[config.mk]
export PLATFORM = sky130hd
export DESIGN_NAME = aes_key_schedule
export DESIGN_NICKNAME = d
export VERILOG_FILES = /design/src/rtl/aes_key_schedule.sv
export SDC_FILE = /design/constraint.sdc
export NUM_CORES = 2
export LEC_CHECK = 0
export CAP_MARGIN = 10
export CORE_ASPECT_RATIO = 1.2
export CORE_MARGIN = 3
export CORE_UTILIZATION = 35
export DETAILED_ROUTE_END_ITERATION = 6
export GPL_TIMING_DRIVEN = 0
export PLACE_DENSITY_LB_ADDON = 0.08
export SKIP_CTS_REPAIR_TIMING = 1
export SYNTH_ARGS = -nofsm -noshare
export SYNTH_HDL_FRONTEND = slang
export SYNTH_SLANG_ARGS = --single-unit
[constraint.sdc]
create_clock -name clk -period 34.6 [get_ports clk]
set_clock_uncertainty 0.15 [all_clocks]
set_input_delay 6.92 -clock clk [delete_from_list [all_inputs] [get_ports clk]]
set_output_delay 6.92 -clock clk [all_outputs]
set_load 0.02 [all_outputs]
[src/rtl/aes_key_schedule.sv]
// aes_key_schedule -- iterative AES key expansion (AES-128/192/256 chosen by
// KEY_BITS). One 32-bit schedule word is produced per clock through a single
// shared 4-byte S-box path. Round keys 0..NR are streamed in order over a
// valid/ready handshake.
//
// Ports:
//   clk       rising-edge clock
//   rst       asynchronous active-high reset
//   start     request expansion of key (sampled in IDLE only)
//   key[255:0] cipher key, left-aligned (w0 = key[255:224])
//   busy      expansion/replay in progress
//   rk_valid  round key available on rk
//   rk_ready  consumer accepts rk
//   rk[127:0] round key, rk[127:96] = w[4r]
//   rk_idx    round index of rk
//   done      one-cycle pulse after the last round key is transferred
//   replay    (KEYEXP_KEY_CACHE_EN only) replay the cached schedule
//
// Optional feature macro: KEYEXP_KEY_CACHE_EN adds a round-key cache and the
// replay port/state.
module aes_key_schedule #(
  parameter int KEY_BITS = 256
) (
  input  logic         clk,
  input  logic         rst,
  input  logic         start,
  input  logic [255:0] key,
  output logic         busy,
  output logic         rk_valid,
  input  logic         rk_ready,
  output logic [127:0] rk,
  output logic [3:0]   rk_idx,
  output logic         done
`ifdef KEYEXP_KEY_CACHE_EN
  ,
  input  logic         replay
`endif
);

  localparam int NK = KEY_BITS / 32;
  localparam int NR = NK + 6;
  localparam bit IS_256 = (NK == 8);

  if (KEY_BITS != 128 && KEY_BITS != 192 && KEY_BITS != 256) begin : g_bad_key_bits
    $error("aes_key_schedule: KEY_BITS must be 128, 192 or 256");
  end

  typedef enum logic [2:0] {IDLE, GEN, OUT, DONE, REPLAY} state_t;

  state_t       state, state_nx;
  logic [5:0]   i;
  logic [2:0]   j;          // i mod NK, tracked incrementally
  logic [7:0]   rcon;
  logic [31:0]  win [NK];
  logic [95:0]  asm_w;      // the three most recent words of the current round key
  logic [31:0]  prev, sub_in, sub, w_new;
  logic         unused_key;

  assign unused_key = ^key;

  function automatic logic [7:0] xtime(input logic [7:0] b);
    return {b[6:0], 1'b0} ^ (b[7] ? 8'h1b : 8'h00);
  endfunction

  function automatic logic [7:0] gf_mul(input logic [7:0] a, input logic [7:0] b);
    logic [7:0] p, aa;
    p  = 8'h00;
    aa = a;
    for (int k = 0; k < 8; k++) begin
      if (b[k]) p = p ^ aa;
      aa = xtime(aa);
    end
    return p;
  endfunction

  // S-box = affine(x^254); x^254 = x^2 * x^4 * ... * x^128, which maps 0 to 0.
  function automatic logic [7:0] sbox(input logic [7:0] x);
    logic [7:0] r, s, b;
    r = 8'h01;
    s = x;
    for (int k = 1; k < 8; k++) begin
      s = gf_mul(s, s);
      r = gf_mul(r, s);
    end
    b = r;
    return b ^ {b[6:0], b[7]} ^ {b[5:0], b[7:6]} ^ {b[4:0], b[7:5]} ^
           {b[3:0], b[7:4]} ^ 8'h63;
  endfunction

  function automatic logic [31:0] sub_word(input logic [31:0] w);
    return {sbox(w[31:24]), sbox(w[23:16]), sbox(w[15:8]), sbox(w[7:0])};
  endfunction

  // While i < NK the window is loaded with the key and simply rotates, so
  // win[0] is w[i]; after NK rotations it holds w[0..NK-1] in order.
  always_comb begin
    prev   = win[NK-1];
    sub_in = (j == 3'd0) ? {prev[23:0], prev[31:24]} : prev;
    sub    = sub_word(sub_in);
    if (i < 6'(NK))
      w_new = win[0];
    else if (j == 3'd0)
      w_new = win[0] ^ sub ^ {rcon, 24'h0};
    else if (IS_256 && j == 3'd4)
      w_new = win[0] ^ sub;
    else
      w_new = win[0] ^ prev;
  end

`ifdef KEYEXP_KEY_CACHE_EN
  logic [127:0] cache [NR+1];
  logic         cache_vld;

  always_ff @(posedge clk) begin
    if (state == OUT && rk_ready) cache[rk_idx] <= rk;
  end
`endif

  always_comb begin
    state_nx = state;
    busy     = 1'b0;
    rk_valid = 1'b0;
    done     = 1'b0;
    case (state)
      IDLE: begin
        if (start) state_nx = GEN;
`ifdef KEYEXP_KEY_CACHE_EN
        else if (replay && cache_vld) state_nx = REPLAY;
`endif
      end
      GEN: begin
        busy = 1'b1;
        if (i[1:0] == 2'd3) state_nx = OUT;
      end
      OUT: begin
        busy     = 1'b1;
        rk_valid = 1'b1;
        if (rk_ready) state_nx = (rk_idx == 4'(NR)) ? DONE : GEN;
      end
      REPLAY: begin
        busy     = 1'b1;
        rk_valid = 1'b1;
        if (rk_ready && rk_idx == 4'(NR)) state_nx = DONE;
      end
      DONE: begin
        done     = 1'b1;
        state_nx = IDLE;
      end
      default: state_nx = IDLE;
    endcase
  end

  always_ff @(posedge clk or posedge rst) begin
    if (rst) begin
      state  <= IDLE;
      i      <= 6'd0;
      j      <= 3'd0;
      rcon   <= 8'h01;
      rk     <= 128'h0;
      rk_idx <= 4'd0;
`ifdef KEYEXP_KEY_CACHE_EN
      cache_vld <= 1'b0;
`endif
    end else begin
      state <= state_nx;
      case (state)
        IDLE: begin
          if (start) begin
            i    <= 6'd0;
            j    <= 3'd0;
            rcon <= 8'h01;
`ifdef KEYEXP_KEY_CACHE_EN
            cache_vld <= 1'b0;
          end else if (replay && cache_vld) begin
            rk     <= cache[0];
            rk_idx <= 4'd0;
`endif
          end
        end
        GEN: begin
          i <= i + 6'd1;
          j <= (j == 3'(NK-1)) ? 3'd0 : j + 3'd1;
          if (i >= 6'(NK) && j == 3'd0) rcon <= xtime(rcon);
          if (i[1:0] == 2'd3) begin
            rk     <= {asm_w, w_new};
            rk_idx <= i[5:2];
          end
        end
`ifdef KEYEXP_KEY_CACHE_EN
        REPLAY: begin
          if (rk_ready && rk_idx != 4'(NR)) begin
            rk     <= cache[rk_idx + 4'd1];
            rk_idx <= rk_idx + 4'd1;
          end
        end
        DONE: cache_vld <= 1'b1;
`endif
        default: ;
      endcase
    end
  end

  always_ff @(posedge clk) begin
    if (state == IDLE && start) begin
      for (int k = 0; k < NK; k++) win[k] <= key[255-32*k -: 32];
    end else if (state == GEN) begin
      for (int k = 0; k < NK-1; k++) win[k] <= win[k+1];
      win[NK-1] <= w_new;
      asm_w     <= {asm_w[63:0], w_new};
    end
  end

endmodule

Word-level counts from Yosys, hierarchy flattened --
Memory sizes are Yosys's and may differ from the RTL's. Cells that the tools add are included.
Word-level totals: register bits 248, RAM bits 256, bits of input ports 260, output and inout bits 135, memories kept 1
Memories:
- win | depth 8, width 32, read ports 8, clocked after memory_dff 0, wr ports 8, line 54 | logic [31:0] win [NK];
Cells by class: $add $sub $neg 2, $lt $le $gt $ge 2, equal/unequal tests 13, mux-type cells 847, bitwise logic cells 789, reduce and logical (&&, ||, !) cells 13
Operator list (count):
- $mux W8 | 422
- $xor A8 B8 Y8 | 380
- $xor A8 B5 Y8 | 365
- $mux W5 | 369
- $mux W32 | 12
- $xor A32 B32 Y32 | 3
- $mux W3 | 10
- $mux W6 | 5
- $mux W7 | 4
- $not A1 Y1 const A | 28
- $mux W4 | 4
- $not A4 Y4 | 4
- $pmux W8 S2 | 1
- $mux W1 | 12
- $pmux W3 S4 | 1
- $pmux W6 S2 | 1
- $mux W2 | 5
- $ne A2 B2 Y1 const B | 5
- $eq A3 B3 Y1 const B | 3
- $or A1 B1 Y1 | 8
- $add A6 B1 Y6 const B | 1
- $eq A3 B2 Y1 const B | 2
- $ge A6 B4 Y1 const B | 1
- $logic_not A3 Y1 | 2
- 14 further kinds | 18

Longest topological paths before layout --
depth after elaboration 139, depth in mapped cells 85

Worst setup path before layout --
Ideal clock, no wire load.
kind flip-flop to flip-flop, start point register j[0], end point memory win[7][9], in the netlist win[1][105] (data pin), arrival time 17.095 ns, data required time 34.183 ns, path slack 17.088 ns, stages on the path, launching flop included 83, buffers on the path 16, period minus slack after synthesis 17.512 ns, cells stage by stage dfrtp_1 inv_1 ha_1 and2b_1 buf_6 buf_12 buf_12 mux2i_2 inv_2 buf_2 ha_1 clkbuf_1 xnor2_1 o22ai_1 a31oi_1 xnor2_1 xor2_1 inv_2 [... 47 more ...] or3_1 and2_1 buf_2 mux2i_1 a31o_2 xor2_1 mux4_2 xnor2_1 mux2i_1 xnor2_1 nor2_1 xnor2_1 xnor3_1 xnor2_2 xnor2_1 a21oi_1 xnor2_1 a21oi_1
RTL lines:
- start, declared | line 52 | logic [2:0] j;
- start signal, assigned | line 182 | j <= (j == 3'(NK-1)) ? 3'd0 : j + 3'd1;
- end, declared | line 54

==> out/results.txt <==
In this run, distinct cell masters in the synthesized netlist total 133. Detailed placement ended at an HPWL of 239,000 microns. The pin count of the biggest net entering global routing is 119, and the placement row count is 194. The most used flip-flop cell after synthesis is edfxtp_1. Via count of the first global-routing pass: 72,027. The DRC violation count after routing is 2, and the number of max-slew violations in the final report is 0.

TritonCTS built the clock tree. Setup repair after global routing left no endpoint under its margin. The required time of the critical path is 34.74 ns, and the proportion of netlist area held by the largest area contributor is 18.6%.

The number of CTS-inserted buffers was 51; the largest fanout of any net on the critical path was 10. The placed instance count was 13,406; the net count of the finished layout was 10,621. The most used cell along the critical path was xnor2_1.

The maximum achievable frequency is 42.1 MHz. The placed instances occupy a cell area of 90,500 sq um. The global-route wire length before repair was 461,000 microns. The proportion of synthesized flip-flops having asynchronous set or reset was 30.0%.

The horizontal die dimension is 449 microns, and the routed via count is 74,570. The tools report the worst-case clock buffer depth as 3. For this run, the number of Yosys warnings is 0.

After synthesis the netlist holds a flip-flop and latch count of 503. The checks that failed: DRC. Clock tree synthesis found a total of 503 sinks. The shortest period the worst path allows was 23.76 ns; the worst hold-check slack was 0.277 ns. The root buffer cell was clkbuf_16. The run finished, with violations left. The number of nets handed over by synthesis was 10,164. The kind of end point of the critical path is a register. The run gives 0 as the max-cap check violation count. After layout, the worst path uses 68.7% of the clock period. The final layout contains routed wiring with a total length of 308,000 microns. The detail route stage leaves a number of antenna-violating nets equal to 0.

Number of enable flip-flop cells after synthesis: 352. The slowest stage of the critical path belongs to the cell xnor2_1. The per-cell via count in the routed design was 5.52. Yosys attributes the largest share of cell area to xnor2_1 19%, edfxtp_1 13%, xnor3_1 6.7%. The logs give 0 for the hold violation count in the final report and 92,300 sq um for the final instance area. The run gives 241,000 sq um as the die area. Port buffering added 394 buffers. In this design, the stage delay of the slowest critical-path cell is 0.87 ns. xnor2_1 takes more of the synthesized area than any other cell. For the setup violation total in the final timing report, the log shows 0. The height of the die is 538 microns. The total area inside the core boundary comes to 234,000 sq um.

Setup total negative slack on the finished layout was measured at 0 ns. The initial utilization of the core area, before any placement, comes to 35.3%. The setup check on the worst reg-to-reg path leaves a slack of 10.84 ns. In this run the tightest slew margin relative to its limit is 7.48%.

The first detailed-routing pass took 7 iterations. Sequential elements use 17.4% of the synthesized area. The total congestion overflow is 0, and the fraction of layout cells with a size suffix above 1 is 10.0%. Clock-pin slew was measured on the worst setup and hold paths at 0.07 ns.

The post-synthesis cell area came out at 82,400 sq um. For the pin with the worst max-slew slack, the measured transition is 1.38 ns. The synthesized area per cell came out at 8.35 sq um. The type of the most critical hold path is register to register. The run gives 2 as the depth of the CTS H-tree.

The worst setup path is of the register to register kind. The tools report the number of instances in the synthesized netlist as 9,867. For the initial antenna violation count, the log shows 27.

The tools report the category of the worst setup path launch point as a register. The DRC violation total after the first TritonRoute iteration is 6,115, and the total I/O pin count is 395. The count of cells in the finished layout, fillers not included, comes to 13,519.

After detailed routing, the average wire length per cell comes to 22.8 microns. The clock latency of the later-clocked register in the worst-skew pair is 0.61 ns. The area added between synthesis and finish was 12.0%; the total global-route track usage was 24.1%.

The tools report the global placer's final weighted congestion as 0.927. The data arrival at the endpoint of the critical path is 23.90 ns.
synthesized netlist by cell type, types with 88 or more instances:
cell type,count
a21oi_1,464
a31oi_1,91
buf_2,157
clkbuf_1,408
dfrtp_1,150
edfxtp_1,352
inv_1,128
mux2_2,349
mux2i_1,249
nand2_1,927
nand3_1,222
nor2_1,1343
nor3_1,206
o211ai_1,88
o21ai_0,374
o21ai_1,98
o22ai_1,118
xnor2_1,1751
xnor2_2,144
xnor3_1,245
xor2_1,511
sequential cells by signal (all words and copies together) (netlist names):
register  cells
rk          128
win         256
j             3
rcon          8
rk_idx        4
i             6
asm_w        96
state         2
cells by family (layout without fill, tap and decap cells):
| logic type | count (synthesis) | after routing | synth area share [%] |
|---|---|---|---|
| muxes | 633 | 633 | 8.42 |
| adders and majority gates | 37 | 37 | 0.562 |
| DFF | 503 | 503 | 17.4 |
| xor gates and xnor gates | 2779 | 2779 | 37.1 |
| and+or+nand+nor | 3161 | 3161 | 16.7 |
| other | 0 | 20 | 0 |
| buffers and inverters | 828 | 1324 | 4.44 |
| AOI/OAI and AO/OA | 1926 | 1926 | 15.4 |
cell type report:
cell class | instances | area [sq um]
Fill cell | 24052 | 141000
Inverter | 155 | 589
Timing Repair Buffer | 404 | 4140
Sequential cell | 503 | 14400
Buffer | 673 | 3070
Multi-Input combinational cell | 8536 | 64400
Clock inverter | 22 | 244
Clock buffer | 70 | 1460
Tap cell | 3136 | 3920
Antenna cell | 20 | 50.0
layout by cell type (no fill, tap or decap), drive strengths merged, types with 40 or more instances in the layout:
| cell type | instances |
|---|---|
| xnor2 | 1927 |
| nor2 | 1352 |
| nand2 | 929 |
| xor2 | 562 |
| clkbuf | 479 |
| o21ai | 474 |
| a21oi | 471 |
| clkdlybuf4s50 | 394 |
| mux2 | 363 |
| edfxtp | 352 |
| buf | 274 |
| mux2i | 266 |
| xnor3 | 258 |
| nand3 | 223 |
| nor3 | 209 |
| dfrtp | 150 |
| inv | 146 |
| o22ai | 119 |
| a31oi | 95 |
| o211ai | 89 |
| a211oi | 89 |
| and2 | 70 |
| nand2b | 67 |
| or3 | 57 |
| a22oi | 53 |
| and3 | 46 |
| nor2b | 44 |
| o31ai | 42 |
| a21o | 40 |
worst max-delay path, delay by kind of cell (launching register included):
family	cells	cell delay, ns
AOI/OAI and AO/OA	13	2.55
xor gates and xnor gates	25	10.68
adders and majority gates	5	1.87
buffers and inverters	21	5.40
DFF	1	0.41
muxes	3	1.05
and+or+nand+nor	8	1.28
final timing paths:
kind,from,cells after the start,to
max in group asynchronous,rst,3,rk[40]$_DFFE_PP0P_
hold reg to reg,asm_w[3]$_DFFE_PP_,0,asm_w[35]$_DFFE_PP_
setup / recovery,j[0]$_DFFE_PP0P_,75,win[1][111]$_DFFE_PP_
setup reg to reg,j[0]$_DFFE_PP0P_,75,win[1][111]$_DFFE_PP_
hold / removal,asm_w[3]$_DFFE_PP_,0,asm_w[35]$_DFFE_PP_
min in group asynchronous,rst,2,rk[113]$_DFFE_PP0P_
stage by stage:
step	setup WS [ns]	util, %
after floorplan	17.09	-
after global placement	11.11	38.7
after detailed placement	11.06	38.8
after CTS	10.96	39.5
after global routing	9.32	39.5
final	10.84	39.5
routing by layer:
layer | wire (microns) | vias up | track usage, %
met1 | 129000 | 36533 | 30.5
met4 | 7370 | 6 | 5.93
met3 | 13400 | 354 | 1.51
li1 | - | 35263 | -
met5 | 36 | - | 0
met2 | 158000 | 2414 | 44.6
Power is left out: the tool's default activity adds up to more than one toggle a clock period on the data nets, which glitch-free logic cannot reach.
